## config.mk

```make
export PLATFORM = sky130hd
export DESIGN_NAME = mem_req_master
export DESIGN_NICKNAME = d
export VERILOG_FILES = /design/src/rtl/mem_req_pkg.sv /design/src/rtl/mem_rsp_fifo.sv /design/src/rtl/mem_req_master.sv
export SDC_FILE = /design/constraint.sdc
export NUM_CORES = 1
export LEC_CHECK = 0
export ABC_AREA = 1
export BUFFER_PORTS_ARGS = -buffer_cell sky130_fd_sc_hd__buf_4
export CORE_MARGIN = 10
export CORE_UTILIZATION = 30
export DETAILED_ROUTE_END_ITERATION = 6
export GPL_TIMING_DRIVEN = 0
export PLACE_DENSITY_LB_ADDON = 0.15
export SYNTH_ARGS = -nofsm -noshare
export SYNTH_HDL_FRONTEND = slang
export SYNTH_SLANG_ARGS = --single-unit
```

## constraint.sdc

```tcl
create_clock -name clk -period 3.5 [get_ports clk]
set_clock_uncertainty 0.15 [all_clocks]
set_input_delay 0 -clock clk [delete_from_list [all_inputs] [get_ports clk]]
set_output_delay 0 -clock clk [all_outputs]
set_load 0.01 [all_outputs]
```

## src/rtl/mem_req_pkg.sv

```systemverilog
// Shared types for the memory request initiator: FSM states, response entry layout and the
// read-latency counter sizing.
package mem_req_pkg;

   localparam int unsigned ADDR_W     = 8;
   localparam int unsigned DATA_W     = 8;
   localparam int unsigned RD_LAT_MAX = 4;
   localparam int unsigned LAT_CNT_W  = $clog2(RD_LAT_MAX);

   typedef enum logic [1:0] {
      IDLE,
      ISSUE,
      WAIT
   } mreq_state_e;

   typedef struct packed {
      logic [ADDR_W-1:0] addr;
      logic [DATA_W-1:0] rdata;
   } rsp_entry_t;

   // Terminal value of the WAIT-state counter for a given read latency.
   function automatic logic [LAT_CNT_W-1:0] lat_last(input int unsigned rd_lat);
      return LAT_CNT_W'(rd_lat - 1);
   endfunction

endpackage

```

## src/rtl/mem_rsp_fifo.sv

```systemverilog
// Synchronous first-word-fall-through FIFO holding read responses; the head entry is visible on
// rdata whenever empty is low.
module mem_rsp_fifo #(
   parameter int unsigned DEPTH = 4,
   parameter int unsigned WIDTH = 16,
   localparam int unsigned CNT_W = $clog2(DEPTH) + 1
) (
   input  logic             clk,
   input  logic             rst,
   input  logic             push,
   input  logic [WIDTH-1:0] wdata,
   input  logic             pop,
   output logic [WIDTH-1:0] rdata,
   output logic             full,
   output logic             empty,
   output logic [CNT_W-1:0] count
);

   localparam int unsigned PTR_W = $clog2(DEPTH);

   logic [WIDTH-1:0] mem_q [DEPTH];
   logic [PTR_W-1:0] wr_ptr_q;
   logic [PTR_W-1:0] rd_ptr_q;
   logic [CNT_W-1:0] cnt_q;
   logic             do_push;
   logic             do_pop;

   assign do_push = push && !full;
   assign do_pop  = pop && !empty;

   // Storage is cleared on reset so the head reads as zero until the first push.
   always_ff @(posedge clk) begin
      if (!rst) begin
         for (int i = 0; i < int'(DEPTH); i++) begin
            mem_q[i] <= '0;
         end
         wr_ptr_q <= '0;
         rd_ptr_q <= '0;
         cnt_q    <= '0;
      end else begin
         if (do_push) begin
            mem_q[wr_ptr_q] <= wdata;
            wr_ptr_q        <= wr_ptr_q + 1'b1;
         end
         if (do_pop) begin
            rd_ptr_q <= rd_ptr_q + 1'b1;
         end
         if (do_push && !do_pop) begin
            cnt_q <= cnt_q + 1'b1;
         end else if (do_pop && !do_push) begin
            cnt_q <= cnt_q - 1'b1;
         end
      end
   end

   assign rdata = mem_q[rd_ptr_q];
   assign full  = (cnt_q == CNT_W'(DEPTH));
   assign empty = (cnt_q == '0);
   assign count = cnt_q;

endmodule

```

## src/rtl/mem_req_master.sv

```systemverilog
// Command-issuing end of the single-port memory link: one memory access per accepted command,
// read data captured after RD_LAT cycles and returned in order through a response FIFO.
module mem_req_master
   import mem_req_pkg::*;
#(
   parameter int unsigned ADDR_W    = 8,
   parameter int unsigned DATA_W    = 8,
   parameter int unsigned RD_LAT    = 1,
   parameter int unsigned RSP_DEPTH = 4
) (
   input  logic              clk,
   input  logic              rst,
   input  logic              cmd_valid,
   output logic              cmd_ready,
   input  logic              cmd_wr,
   input  logic [ADDR_W-1:0] cmd_addr,
   input  logic [DATA_W-1:0] cmd_wdata,
   output logic              rsp_valid,
   input  logic              rsp_ready,
   output logic [ADDR_W-1:0] rsp_addr,
   output logic [DATA_W-1:0] rsp_rdata,
   output logic              mem_en,
   output logic              mem_we,
   output logic [ADDR_W-1:0] mem_addr,
   output logic [DATA_W-1:0] mem_wdata,
   input  logic [DATA_W-1:0] mem_rdata,
   output logic [15:0]       wr_count,
   output logic [15:0]       rd_count
);

   localparam int unsigned CNT_W = $clog2(RSP_DEPTH) + 1;
   localparam logic [LAT_CNT_W-1:0] LatLast = lat_last(RD_LAT);

   typedef struct packed {
      logic [ADDR_W-1:0] addr;
      logic [DATA_W-1:0] rdata;
   } entry_t;

   mreq_state_e          state_q, state_d;
   logic [LAT_CNT_W-1:0] lat_q, lat_d;
   logic                 wr_q;
   logic [ADDR_W-1:0]    addr_q;
   logic [DATA_W-1:0]    wdata_q;
   logic [15:0]          wr_cnt_q;
   logic [15:0]          rd_cnt_q;
   logic                 rdy_en_q;

   logic                 cmd_fire;
   logic                 fifo_push;
   logic                 fifo_pop;
   logic                 fifo_full;
   logic                 fifo_empty;
   logic [CNT_W-1:0]     fifo_count;
   entry_t               push_entry;
   entry_t               head_entry;

   // rdy_en_q keeps cmd_ready low while reset is held and for the release edge itself.
   assign cmd_ready = rdy_en_q && (state_q == IDLE) && !fifo_full;
   assign cmd_fire  = cmd_valid && cmd_ready;

   always_comb begin
      state_d   = state_q;
      lat_d     = lat_q;
      fifo_push = 1'b0;
      unique case (state_q)
         IDLE: begin
            if (cmd_fire) begin
               state_d = ISSUE;
            end
         end
         ISSUE: begin
            if (wr_q) begin
               state_d = IDLE;
            end else begin
               state_d = WAIT;
               lat_d   = '0;
            end
         end
         WAIT: begin
            if (lat_q == LatLast) begin
               fifo_push = 1'b1;
               state_d   = IDLE;
            end else begin
               lat_d = lat_q + 1'b1;
            end
         end
         default: state_d = IDLE;
      endcase
   end

   always_ff @(posedge clk) begin
      if (!rst) begin
         state_q  <= IDLE;
         lat_q    <= '0;
         wr_q     <= 1'b0;
         addr_q   <= '0;
         wdata_q  <= '0;
         wr_cnt_q <= '0;
         rd_cnt_q <= '0;
         rdy_en_q <= 1'b0;
      end else begin
         state_q  <= state_d;
         lat_q    <= lat_d;
         rdy_en_q <= 1'b1;
         if (cmd_fire) begin
            wr_q    <= cmd_wr;
            addr_q  <= cmd_addr;
            wdata_q <= cmd_wdata;
         end
         if ((state_q == ISSUE) && wr_q) begin
            wr_cnt_q <= wr_cnt_q + 16'd1;
         end
         if (fifo_push) begin
            rd_cnt_q <= rd_cnt_q + 16'd1;
         end
      end
   end

   assign mem_en    = (state_q == ISSUE);
   assign mem_we    = mem_en && wr_q;
   assign mem_addr  = addr_q;
   assign mem_wdata = wdata_q;
   assign wr_count  = wr_cnt_q;
   assign rd_count  = rd_cnt_q;

   assign push_entry = '{addr: addr_q, rdata: mem_rdata};
   assign fifo_pop   = rsp_valid && rsp_ready;
   assign rsp_valid  = !fifo_empty;
   assign rsp_addr   = head_entry.addr;
   assign rsp_rdata  = head_entry.rdata;

   mem_rsp_fifo #(
      .DEPTH (RSP_DEPTH),
      .WIDTH ($bits(entry_t))
   ) u_rsp_fifo (
      .clk   (clk),
      .rst   (rst),
      .push  (fifo_push),
      .wdata (push_entry),
      .pop   (fifo_pop),
      .rdata (head_entry),
      .full  (fifo_full),
      .empty (fifo_empty),
      .count (fifo_count)
   );

   // Only one read is ever in flight and cmd_ready needs a free slot, so a push always fits.
   a_no_overflow: assert property (@(posedge clk) disable iff (!rst)
      fifo_push |-> (fifo_count < CNT_W'(RSP_DEPTH)));

endmodule
```

; Word level (Yosys, flattened, before mapping)
; Memories as Yosys holds them, arrays and structs flattened. A register that Yosys moved wholly into a read port is not among the register bits.
; Cells that the tools add are included.
[classes]
addsub = 7
n_eq_ne = 7
muxes = 21
n_reduce_logical = 21
[ops]
columns = op, n
row1 = adder 16 x 1 -> 16 bit (second input constant), 2
row2 = 2-to-1 mux 16 bit, 1
row3 = 2-to-1 mux 2 bit, 8
row4 = OR reduction 16 bit, 1
row5 = logical AND 1 bit, 9
row6 = 2-to-1 mux 1 bit, 8
row7 = inequality test 2 bit (second input constant), 4
row8 = adder 2 x 1 -> 2 bit (second input constant), 3
row9 = 2-to-1 mux 3 bit, 2
row10 = case mux 2 bit (3 select lines), 1
row11 = zero test 1 bit, 4
row12 = zero test 2 bit, 2
row13 = case mux 2 bit (2 select lines), 1
row14 = nonzero test 2 bit, 2
row15 = adder 3 x 1 -> 3 bit (second input constant), 1
row16 = equality test 3 bit (second input constant), 1
row17 = zero test 3 bit, 1
row18 = AND reduction 3 bit, 1
row19 = subtractor 3 x 1 -> 3 bit (second input constant), 1
row20 = equality test 2 x 1 -> 1 bit (second input constant), 1
row21 = equality test 2 bit (second input constant), 1
row22 = AND reduction 2 bit, 1
[totals]
reg_bits = 61
ram_bits = 64
in_bits = 29
output_inout_bits = 68
n_memories = 1
[memory_table]
columns = name, words, width, rd, rd_clocked_by_memory_dff, wr, line
row1 = u_rsp_fifo.mem_q, 4, 16, 1, 1, 4, mem_rsp_fifo.sv:21  ; logic [WIDTH-1:0] mem_q [DEPTH];

; Longest topological paths before layout
; Gate-level depths: netlist (run 1).
[logic_depth]
word_depth = 9
mapped_depth = 13
depth_no_buf = 13

; Cells and area by module
; A second synthesis (run 1) with hierarchy kept.
[unflattened]
hier_cells = 677
hier_area_um2 = 5825.6
[modules_own_cells]
columns = mod, n_inst, cells_each, area_per_inst_um2
row1 = mem_rsp_fifo, 1, 323, 3325.7
row2 = mem_req_master, 1, 354, 2499.9

; Worst setup path before layout (run 1)
; No wires, ideal clock.
[synth_path]
path_kind = flip-flop to flip-flop
start = reg state_q[0]
end = mem u_rsp_fifo.mem_q[3][0] (enable)
setup_time_ns = 0.414
arrival_time_ns = 2.207
t_required_ns = 2.936
slack_ns = 0.730
stages_incl_launch_ff = 9
period_less_slack_ns = 2.770
path_cell_list = dfxtp_1 -> inv_1 -> ha_1 -> nand2_2 -> clkinv_4 -> nand2_4 -> inv_1 -> nand2_1 -> o21ai_0
[synth_lines]
columns = element, line
row1 = start: declaration, mem_req_master.sv:39  ; mreq_state_e state_q, state_d;
row2 = start signal: assignment, mem_req_master.sv:102  ; state_q <= state_d;
row3 = end: declaration, mem_rsp_fifo.sv:21

==> results of run 1 <==
[path summary, 6_finish.rpt]
| kind | from | slack, ns | end | depth (start not counted) |
|---|---|---|---|---|
| worst max-delay path | state_q[0]$_SDFFE_PN0P_ | 0.76 | u_rsp_fifo.mem_q[0][11]$_SDFFCE_PN0P_ | 9 |
| worst min-delay path | cmd_valid | 0.03 | state_q[0]$_SDFFE_PN0P_ | 5 |
| worst max register to register | state_q[0]$_SDFFE_PN0P_ | 0.76 | u_rsp_fifo.mem_q[0][11]$_SDFFCE_PN0P_ | 9 |
| worst min register to register | mem_wdata[1]$_SDFFE_PN0P_ | 0.30 | mem_wdata[1]$_SDFFE_PN0P_ | 2 |
[sequential cells by signal (all words and copies together), names as in the netlist, named ones only]
name,count
u_rsp_fifo.count,3
u_rsp_fifo.wr_ptr_q,2
lat_q,2
wr_q,1
rdy_en_q,1
mem_addr,8
rd_count,16
state_q,2
mem_wdata,8
wr_count,16
u_rsp_fifo.mem_q,64
u_rsp_fifo.rd_ptr_q,2
[logic make-up after synthesis]
logic type,synth area share [%]
XOR/XNOR,0.624
adder cells (fa/ha/maj),2.14
AO/OA/AOI/OAI,11.8
buffers and inverters,7.69
AND/OR/NAND/NOR,21.1
flip-flops,56.7
[timing repair]
action / 4_1_cts / 5_1_grt
hold buffers: 31 / 0
endpoints found under the hold margin: 55 / 0
endpoints found under the setup margin: 0 / 0
[per-layer routing]
metal / GRT usage, % / wire length (um) / vias to the layer above
li1: - / - / 2414
met1: 15.5 / 7010 / 2213
met2: 23.5 / 7840 / 113
met3: 4.77 / 1170 / 14
met4: 4.13 / 180 / 0
met5: 0 / 0 / -
[cell usage after synthesis (all sizes together)]
cell type / n
inv: 84
edfxtp: 64
xor2: 4
buf: 8
nand4: 4
or2: 1
ha: 8
a21boi: 1
nand3: 22
o21a: 1
fa: 1
nor3: 4
a31oi: 2
and2: 1
clkinv: 2
a21oi: 38
nor3b: 2
o21ai: 69
o22ai: 16
clkbuf: 14
nand2: 89
nor2: 149
dfxtp: 63
[cell type report]
class / count / area (sq um)
plain buffers: 22 / 104
fillers: 1789 / 10700
repair buffers: 129 / 1060
well taps: 229 / 287
clock inverters: 11 / 95.1
flip-flops and latches: 127 / 3180
inverters: 86 / 328
multi-input cells: 412 / 2010
diodes: 1 / 2.50
clock buffers: 21 / 450
[critical path: stages, from the launching register on]
cell	delay (ns)
dfxtp_1	0.33
inv_1	0.10
ha_1	0.19
nand2_2	0.13
clkinv_4	0.11
nand2_4	0.09
nor2_8	0.21
nand3_4	0.18
buf_6	0.21
nand2_1	0.64
[through the flow]
stage	worst slack, ns	area [sq um]
after floorplan	0.730	5620
after global placement	-0.496	6620
after detailed placement	0.737	6660
after CTS	0.708	7520
after global routing	0.593	7520
final	0.760	7520
[power by group through the flow]
stage / clock, mW / sequential, mW / combinational [mW]
CTS: 1.68 / 1.81 / 1.28
detailed placement: 0 / 1.84 / 1.24
finish: 1.64 / 1.81 / 1.24
global placement: 0 / 1.84 / 1.20
global route: 1.74 / 1.83 / 1.39
floorplan: 0 / 1.85 / 0.673
==> out/metrics.yaml, run 1 <==
status:
  status: "completed"
clock_network:
  cts_root_buffer: "clkbuf_16"
  htree_num_levels: 4
  cts_tree: "done"
  cts_buffers: 17
  cts.path.max_buffers: 2
  ctsResizeCount: 0
  path_clk_slew_ns: 0.05
  insertion_delay_ns: 0.42
  post_cts_buffers: 0
  cts_sinks: 127
sta:
  hold_violations: 0
  rsz0062_at_grt: "no"
  maxSlewViolCount: 0
  slew_headroom_pct: 35.5
  hold_ws_ns: 0.0303
  min_period_ns: 2.74
  finalSetupViolations: 0
  tightest_slew_ns: 0.967
  setup_tns_ns: 0
  fmax_ghz: 0.365
  min_period_over_period_pct: 78.3
floorplanning:
  die_area_sq_mm: 0.0246
  initial_utilization_pct: 30.8
  pin_count: 97
  rows: 49
  die_x_um: 157
  fp.dieH_um: 157
  core-area_sq_mm: 0.0182
route:
  vias: 4754
  antenna_left: 0
  drtPass1Iterations: 4
  drtIter0Drc: 180
  route.detailed.drc: 0
  wl_um: 16200
  via_per_inst: 4.58
  routedWlPerCell_um: 15.6
placement:
  place.gp.congestion: 0.821
  dpl.hpwl_um: 11400
  numPlacedInstances: 974
  io_buffers: 96
layout:
  final_nets: 833
  instances_no_fill: 1038
  final_cell_mix: "nor2_1 (134), buf_4 (96), inv_1 (84), nand2_1 (84), o21ai_0 (65)"
  area_growth_pct: 34.0
  fin_util_pct: 41.3
  final_common_cell: "nor2_1"
  drive_gt1_share_pct: 20.0
power_and_ir_drop:
  leakage_nw: 3.06
  p_sw_mw: 1.51
  power_density_mw_per_mm2: 624
  ir_drop_mv: 0.397
  switching_share_pct: 32.2
  comb_power_share_pct: 26.4
  p_int_mw: 3.18
  clockPowerShare_pct: 34.9
  pwr-share-seq_pct: 38.6
  p_total_mw: 4.70
worst_setup_path:
  critPathKind: "reg -> reg"
  critPathArrivalTime_ns: 2.63
  start_kind: "flip-flop"
  required_ns: 3.39
  cp-end-kind: "flip-flop"
  cp_max_fo: 16
global_routing:
  gr-usage-all-layers_pct: 13.6
  grt_pass1_wl_um: 26000
  antenna_found_initial: 1
  grt_max_degree: 17
  grt_pass1_vias: 4973
  overflow: 0
synth:
  synthesis.area_per_instance_sq_um: 8.68
  yosysTopAreaCell: "edfxtp_1"
  synth_area_leaders: "edfxtp_1 (34%), dfxtp_1 (22%), nor2_1 (9.0%)"
  syn-cell-area_sq_mm: 0.00562
  synth_fp_nets: 685
  yosysTopAreaCellShare_pct: 34.2
  yosys_register_bits: 127
  ys_types: 34
  syn_inst: 647
  yosysSeqAreaShare_pct: 56.7
  yosys_warnings: 0
worst_hold_path:
  hold_class: "in -> reg"
job:
  drv_cap: 0
Note: power is estimated with default switching activity, not from simulation.
==> inputs of run 2 (changes only) <==
- clock period: 3.5 -> 2.6 ns (I/O delays scaled with it)
==> run 2 against run 1 <==
Against the previous run: via count up 1.1%; non-clock buffer count up 1; clock power up 38%; wire length up 0.72%; design area up 0.33%; first-iteration DRC count up 34%; sequential share of layout area down 0.14 points; total power up 36%; count of clock-buffer cells in the layout down 2; die area unchanged; combinational power up 35%; critical path depth up 4.
==> out/metrics.yaml, run 2 (synthesis results as in run 1) <==
sta:
  fin_ws_ns: 0.223  # -0.537 ns
  maxSlewViolCount: 0  # unchanged
  rsz0062_at_grt: "no"
  slew_headroom_pct: 50.5  # +15 points
  finalSetupViolations: 0  # unchanged
  min_period_over_period_pct: 91.4  # +13 points
  hold_ws_ns: 0.0559  # +0.0256 ns
  fmax_ghz: 0.421  # +15%
  hold_violations: 0  # unchanged
  tightest_slew_ns: 0.742  # -0.225 ns
  min_period_ns: 2.38  # -0.363 ns
  setup_tns_ns: 0  # unchanged
layout:
  final_cell_mix: "nor2_1 (134), buf_4 (96), inv_1 (84), nand2_1 (83), o21ai_0 (65)"
  final_nets: 834  # +0.12%
  regMostFlops: "u_rsp_fifo.mem_q"
  largest_reg_flops: 64  # unchanged
  area_growth_pct: 34.4
  design_area_sq_mm: 0.00755  # +0.33%
  final_common_cell: "nor2_1"
  drive_gt1_share_pct: 20.3  # +0.25 points
  final.fill_count: 1785  # -0.22%
  seq_area_sq_mm: 0.00318  # unchanged
  multi_input_area_sq_mm: 0.00202  # +0.37%
  fin_util_pct: 41.4  # +0.14 points
  antennaDiodeCount: 0  # -1
global_routing:
  gr-usage-all-layers_pct: 13.6  # about the same
  grt_max_degree: 17  # unchanged
  overflow: 0  # unchanged
  grt_pass1_vias: 5065  # +1.8%
  antenna_found_initial: 0  # -1
  grt_pass1_wl_um: 26100  # +0.50%
floorplanning:
  die_x_um: 157  # unchanged
  initial_utilization_pct: 30.8  # unchanged
  die_area_sq_mm: 0.0246  # unchanged
  core-area_sq_mm: 0.0182  # unchanged
  rows: 49  # unchanged
  fp.dieH_um: 157  # unchanged
  pin_count: 97  # unchanged
clock_network:
  cts_buffers: 17  # unchanged
  cts_tree: "done"
  path_clk_slew_ns: 0.05  # about the same
  cts.path.max_buffers: 2  # unchanged
  cts_sinks: 127  # unchanged
  cts_root_buffer: "clkbuf_16"
  insertion_delay_ns: 0.41  # about the same
  htree_num_levels: 4  # unchanged
worst_setup_path:
  start_kind: "flip-flop"
  path_cells: "inv_1, ha_1, nand2_2, clkinv_4, nand2_4, inv_1, ha_1, inv_1, fa_1, a21oi_1, o21ai_0, o21ai_0, a21oi_1"
  cp_max_fo: 8  # -8
  required_ns: 2.74  # -0.65 ns
  worst_path_max_delay_cell: "fa_1"
  cp-end-kind: "flip-flop"
  critPathArrivalTime_ns: 2.52  # -0.11 ns
  critPathKind: "reg -> reg"
  path_common_cell: "inv_1"
  slowest_delay_ns: 0.38  # -0.26 ns
placement:
  pre_cts_ws_ns: -0.183  # -0.921 ns
  place.gp.congestion: 0.812  # -1.1%
  dpl.hpwl_um: 11500  # +0.81%
  dpl-instance-area_sq_mm: 0.00668  # +0.17%
  io_buffers: 96  # unchanged
job:
  drv_cap: 0  # unchanged
power_and_ir_drop:
  leakage_nw: 3.08  # +0.80%
  ir_drop_mv: 0.527  # +33%
  power_density_mw_per_mm2: 847  # +36%
route:
  drt-met1-wl_um: 7330  # +4.5%
  routedWlPerCell_um: 15.7  # +0.82%
  via_per_inst: 4.63  # +1.2%
  antenna_left: 0  # unchanged
  dr_wl_met2_um: 7680  # -2.1%
  wl_met3_um: 1080  # -7.6%
  drtIter0Drc: 242  # +34%
  vias: 4806  # +1.1%
  wl_um: 16300  # +0.72%
  top_layer_used: "met4"
  route.detailed.drc: 0  # unchanged
  drtPass1Iterations: 4  # unchanged
worst_hold_path:
  hold_class: "in -> reg"
status:
  status: "completed"
-- run 2: changes by cell type in the layout (fill, tap and decap cells not counted) --
cell and delta:
nand2_1 -1, clkinv_2 +2, clkbuf_8 -1, nand2_4 +1, clkinv_4 +1, diode_2 -1, bufinv_16 +1, clkinvlp_4 -3
clkbuf_1 -1, buf_6 +1
-- run 2: power breakdown --
part           switching (mW)  internal (mW)
combinational            1.04          0.642
clock                   0.874           1.39
sequential              0.126           2.32
total                    2.04           4.35
-- run 2: metrics by stage --
| stage | power (mW) | std cells |
|---|---|---|
| 6_report | 6.39 | 1037 |
| 5_1_grt | 6.76 | 1037 |
| 4_1_cts | 6.47 | 1037 |
| 3_5_place_dp | 4.16 | 975 |
| 3_3_place_gp | 4.11 | 972 |
| 2_1_floorplan | 3.39 | 647 |
-- run 2: final cells by class --
type	instances	share of cell area, %
Clock inverter	12	1.61
Multi-Input combinational cell	412	26.8
Buffer	22	1.38
Inverter	86	4.34
Timing Repair Buffer	130	14.2
Tap cell	229	3.80
Clock buffer	19	5.74
Sequential cell	127	42.2
-- run 2: worst paths after layout --
| kind | start | endpoint | slack [ns] | cells past startpoint |
|---|---|---|---|---|
| setup / recovery | state_q[0]$_SDFFE_PN0P_ | u_rsp_fifo.count[2]$_SDFFE_PN0P_ | 0.22 | 13 |
| hold / removal | cmd_valid | state_q[0]$_SDFFE_PN0P_ | 0.06 | 5 |
| setup reg to reg | state_q[0]$_SDFFE_PN0P_ | u_rsp_fifo.count[2]$_SDFFE_PN0P_ | 0.22 | 13 |
| hold reg to reg | mem_wdata[7]$_SDFFE_PN0P_ | mem_wdata[7]$_SDFFE_PN0P_ | 0.30 | 2 |
-- run 2: repair_timing --
| action | in CTS | in global routing |
|---|---|---|
| endpoints found under the hold margin | 54 | 0 |
| setup endpoints to repair | 16 | 16 |
| hold buffers | 31 | 0 |
| cloned | 0 | 0 |
| resized for setup | 1 | 1 |
| buffers inserted | 0 | 0 |
-- run 2: metal layers --
metal	vias up	global-route usage [%]
met2	116	22.3
met5	-	0
met3	13	5.07
met4	0	4.22
li1	2406	-
met1	2271	16.2
-- run 2: worst max-delay path, delay by kind of cell, from the launching register on --
family          cells  cell delay (ns)
simple gates        2             0.22
flops               1             0.33
fa+ha+maj           3             0.71
compound gates      4             0.48
buf+inv             4             0.38
==> inputs of run 3 (changes only) <==
- ABC_AREA: 1 -> not set
- CORE_UTILIZATION: 30 -> 42
==> run 3 against run 2 <==
Against the previous run: fmax shrank 3.0%; clock power is essentially flat; sequential share of layout area grew 1.0 points; highest routed layer unchanged; die area shrank 27%; combinational power shrank 30%.
==> out/metrics.yaml, run 3 <==
status:
  status: "completed"
worst_hold_path:
  hold_class: "in -> reg"
  min_from: "cmd_addr[2]"
  whs_path_depth: 4  # -1
  hold_path_end: "mem_addr[2]$_SDFFE_PN0P_"
global_routing:
  grt_max_degree: 17  # unchanged
  gr-usage-all-layers_pct: 14.9  # +1.3 points
  grt_pass1_wl_um: 21000  # -19%
  overflow: 0  # unchanged
  grt_pass1_vias: 4008  # -21%
  antenna_found_initial: 0  # unchanged
synth:
  synthMostInstantiatedCell: "and2_1"
  synthesis.area_per_instance_sq_um: 12.0  # +38%
  syn_inst: 452  # -30%
  yosysTopAreaCell: "edfxtp_1"
  ys_types: 37  # +8.8%
  yosysSeqAreaShare_pct: 58.6  # +1.9 points
  yosys_register_bits: 127  # unchanged
  synthArstFlopShare_pct: 0  # unchanged
  syn-cell-area_sq_mm: 0.00543  # -3.3%
  synth_area_leaders: "edfxtp_1 (35%), dfxtp_1 (23%), and2_1 (7.6%)"
  synth_fp_nets: 490  # -28%
  synth-edff-count: 64  # unchanged
  ys.flop_type: "edfxtp_1"
  yosys_warnings: 0  # unchanged
  netlist_top_cells_count: "and2_1 (66), edfxtp_1 (64), dfxtp_1 (63)"
  yosysTopAreaCellShare_pct: 35.4  # +1.2 points
layout:
  regMostFlops: "u_rsp_fifo.mem_q"
  final_cell_mix: "buf_4 (98), and2_1 (66), edfxtp_1 (64), dfxtp_1 (63), nor2_1 (44)"
  final_nets: 636  # -24%
  final_common_cell: "buf_4"
  instances_no_fill: 783  # -24%
  area_growth_pct: 35.7
  antennaDiodeCount: 0  # unchanged
  largest_reg_flops: 64  # unchanged
  fin_util_pct: 58.4  # +17 points
  drive_gt1_share_pct: 27.2  # +6.9 points
worst_setup_path:
  critPathArrivalTime_ns: 2.41  # -0.11 ns
  start_kind: "flip-flop"
  worst_path_max_delay_cell: "nor3_4"
  path_buf_inv: 2  # -2
  required_ns: 2.56  # -0.18 ns
  reg2reg_to: "u_rsp_fifo.mem_q[0][2]$_SDFFCE_PN0P_"
  cp_top_family: "simple AND/OR/NAND/NOR gates"
  reg2regPathDepth: 7  # -6
  slowest_delay_ns: 0.40  # +0.02 ns
  cp-end-kind: "flip-flop"
  critPathKind: "reg -> reg"
  r2r-start: "state_q[0]$_SDFFE_PN0P_"
  rrSetupSlack_ns: 0.15  # -0.07 ns
  cp_max_fo: 9  # +1
  path_cells: "inv_1, ha_2, and2_1, clkbuf_1, nand3_1, nor3_4, nand2b_4"
route:
  top_layer_used: "met4"
  drt-met1-wl_um: 5590  # -24%
  dr_wl_met2_um: 6620  # -14%
  wl_met3_um: 703  # -35%
  route.detailed.drc: 0  # unchanged
  vias: 3916  # -19%
  routedWlPerCell_um: 16.7  # +6.2%
  drtIter0Drc: 234  # -3.3%
  antenna_left: 0  # unchanged
  via_per_inst: 5.00  # +7.9%
  wl_um: 13100  # -20%
  drtPass1Iterations: 4  # unchanged
sta:
  rsz0062_at_grt: "yes"
  maxSlewViolCount: 0  # unchanged
  fmax_ghz: 0.408  # -3.0%
  slew_headroom_pct: 56.9  # +6.4 points
  min_period_ns: 2.45  # +0.0727 ns
  tightest_slew_ns: 0.644  # -0.0985 ns
  finalSetupViolations: 0  # unchanged
  min_period_over_period_pct: 94.2  # +2.8 points
  hold_violations: 0  # unchanged
job:
  drv_cap: 0  # unchanged
clock_network:
  cts_tree: "done"
  htree_num_levels: 4  # unchanged
  cts_buffers: 17  # unchanged
  path_clk_slew_ns: 0.05  # about the same
  cts_root_buffer: "clkbuf_16"
  insertion_delay_ns: 0.41  # about the same
  cts_sinks: 127  # unchanged
  cts.path.max_buffers: 2  # unchanged
  post_cts_buffers: 0  # unchanged
floorplanning:
  rows: 41  # -16%
  pin_count: 97  # unchanged
  initial_utilization_pct: 43.0  # +12 points
  die_area_sq_mm: 0.0179  # -27%
  core-area_sq_mm: 0.0126  # -31%
  fp.dieH_um: 134  # -15%
  die_x_um: 134  # -15%
placement:
  io_buffers: 96  # unchanged
  dpl.hpwl_um: 8780  # -24%
  place.gp.congestion: 0.825  # +1.6%
  numPlacedInstances: 723  # -26%
power_and_ir_drop:
  p_total_mw: 5.84  # -8.7%
  power_density_mw_per_mm2: 792  # -6.5%
  ir_drop_mv: 0.544  # +3.2%
  leakage_nw: 2.98  # -3.1%
-- run 3: power breakdown --
part | internal, mW | switching, mW | leakage [nW]
logic | 0.611 | 0.561 | 1.53
registers | 2.25 | 0.135 | 1.17
clock network | 1.47 | 0.813 | 0.280
total | 4.33 | 1.51 | 2.98
-- run 3: metrics by stage --
stage / setup slack, ns / area (sq um) / hold WS [ns] / TNS (ns)
after CTS: 0.0102 / 7320 / 0.202 / 0
after detailed placement: -0.623 / 6440 / 0.0737 / -17.03
final: 0.150 / 7370 / 0.217 / 0
after global placement: -1.24 / 6380 / 0.0498 / -63.00
after global routing: -0.0358 / 7370 / 0.234 / -0.503
after floorplan: -0.206 / 5440 / -0.122 / -6.59
-- run 3: how the worst max path moves through the flow --
stage / startpoint / endpoint / slack, ns / cells past startpoint
2_1_floorplan: state_q[0]$_SDFFE_PN0P_ / u_rsp_fifo.mem_q[1][0]$_SDFFCE_PN0P_ / -0.21 / 6
3_3_place_gp: state_q[0]$_SDFFE_PN0P_ / u_rsp_fifo.mem_q[3][6]$_DFFE_PP_ / -1.24 / 6
3_5_place_dp: state_q[0]$_SDFFE_PN0P_ / u_rsp_fifo.mem_q[0][6]$_SDFFCE_PN0P_ / -0.62 / 7
4_1_cts: state_q[0]$_SDFFE_PN0P_ / u_rsp_fifo.mem_q[0][9]$_SDFFCE_PN0P_ / 0.01 / 8
5_1_grt: state_q[0]$_SDFFE_PN0P_ / u_rsp_fifo.mem_q[0][3]$_SDFFCE_PN0P_ / -0.04 / 7
6_report: state_q[0]$_SDFFE_PN0P_ / u_rsp_fifo.mem_q[0][2]$_SDFFCE_PN0P_ / 0.15 / 7
-- run 3: worst min-delay path, delay by kind of cell --
kind	cells	cell delay [ns]
muxes	1	0.05
and+or+nand+nor	1	0.07
buffers and inverters	2	0.62
-- run 3: final cells by class --
type,instances,area (sq um)
fill,1101,5250
sequential,127,3180
multi-input combinational,298,2250
timing repair buffer,127,1040
clock buffer,24,482
tap,172,215
clock inverter,8,86.3
buffer,17,77.6
inverter,10,37.5
-- run 3: repair_timing --
item	4_1_cts	5_1_grt
hold buffers	28	0
hold endpoints to repair	67	0
setup endpoints to repair	56	47
cloned	0	1
gates resized for setup	9	15
-- run 3: routing by layer --
metal / track usage (%) / up-vias
met1: 17.3 / 1899
li1: - / 1917
met2: 25.0 / 87
met3: 5.00 / 13
met5: 0 / -
met4: 5.74 / 0
-- run 3: cells by family (layout without fill, tap and decap cells) --
kind of cell / count (synthesis) / count (layout) / share of synthesized area (%)
multiplexers: 36 / 36 / 10.3
AO/OA/AOI/OAI: 36 / 36 / 3.62
AND/OR/NAND/NOR: 192 / 193 / 19.3
XOR/XNOR: 24 / 24 / 3.87
adder cells (fa/ha/maj): 9 / 9 / 2.21
flip-flops: 127 / 127 / 58.6
buffers and inverters: 28 / 186 / 2.12
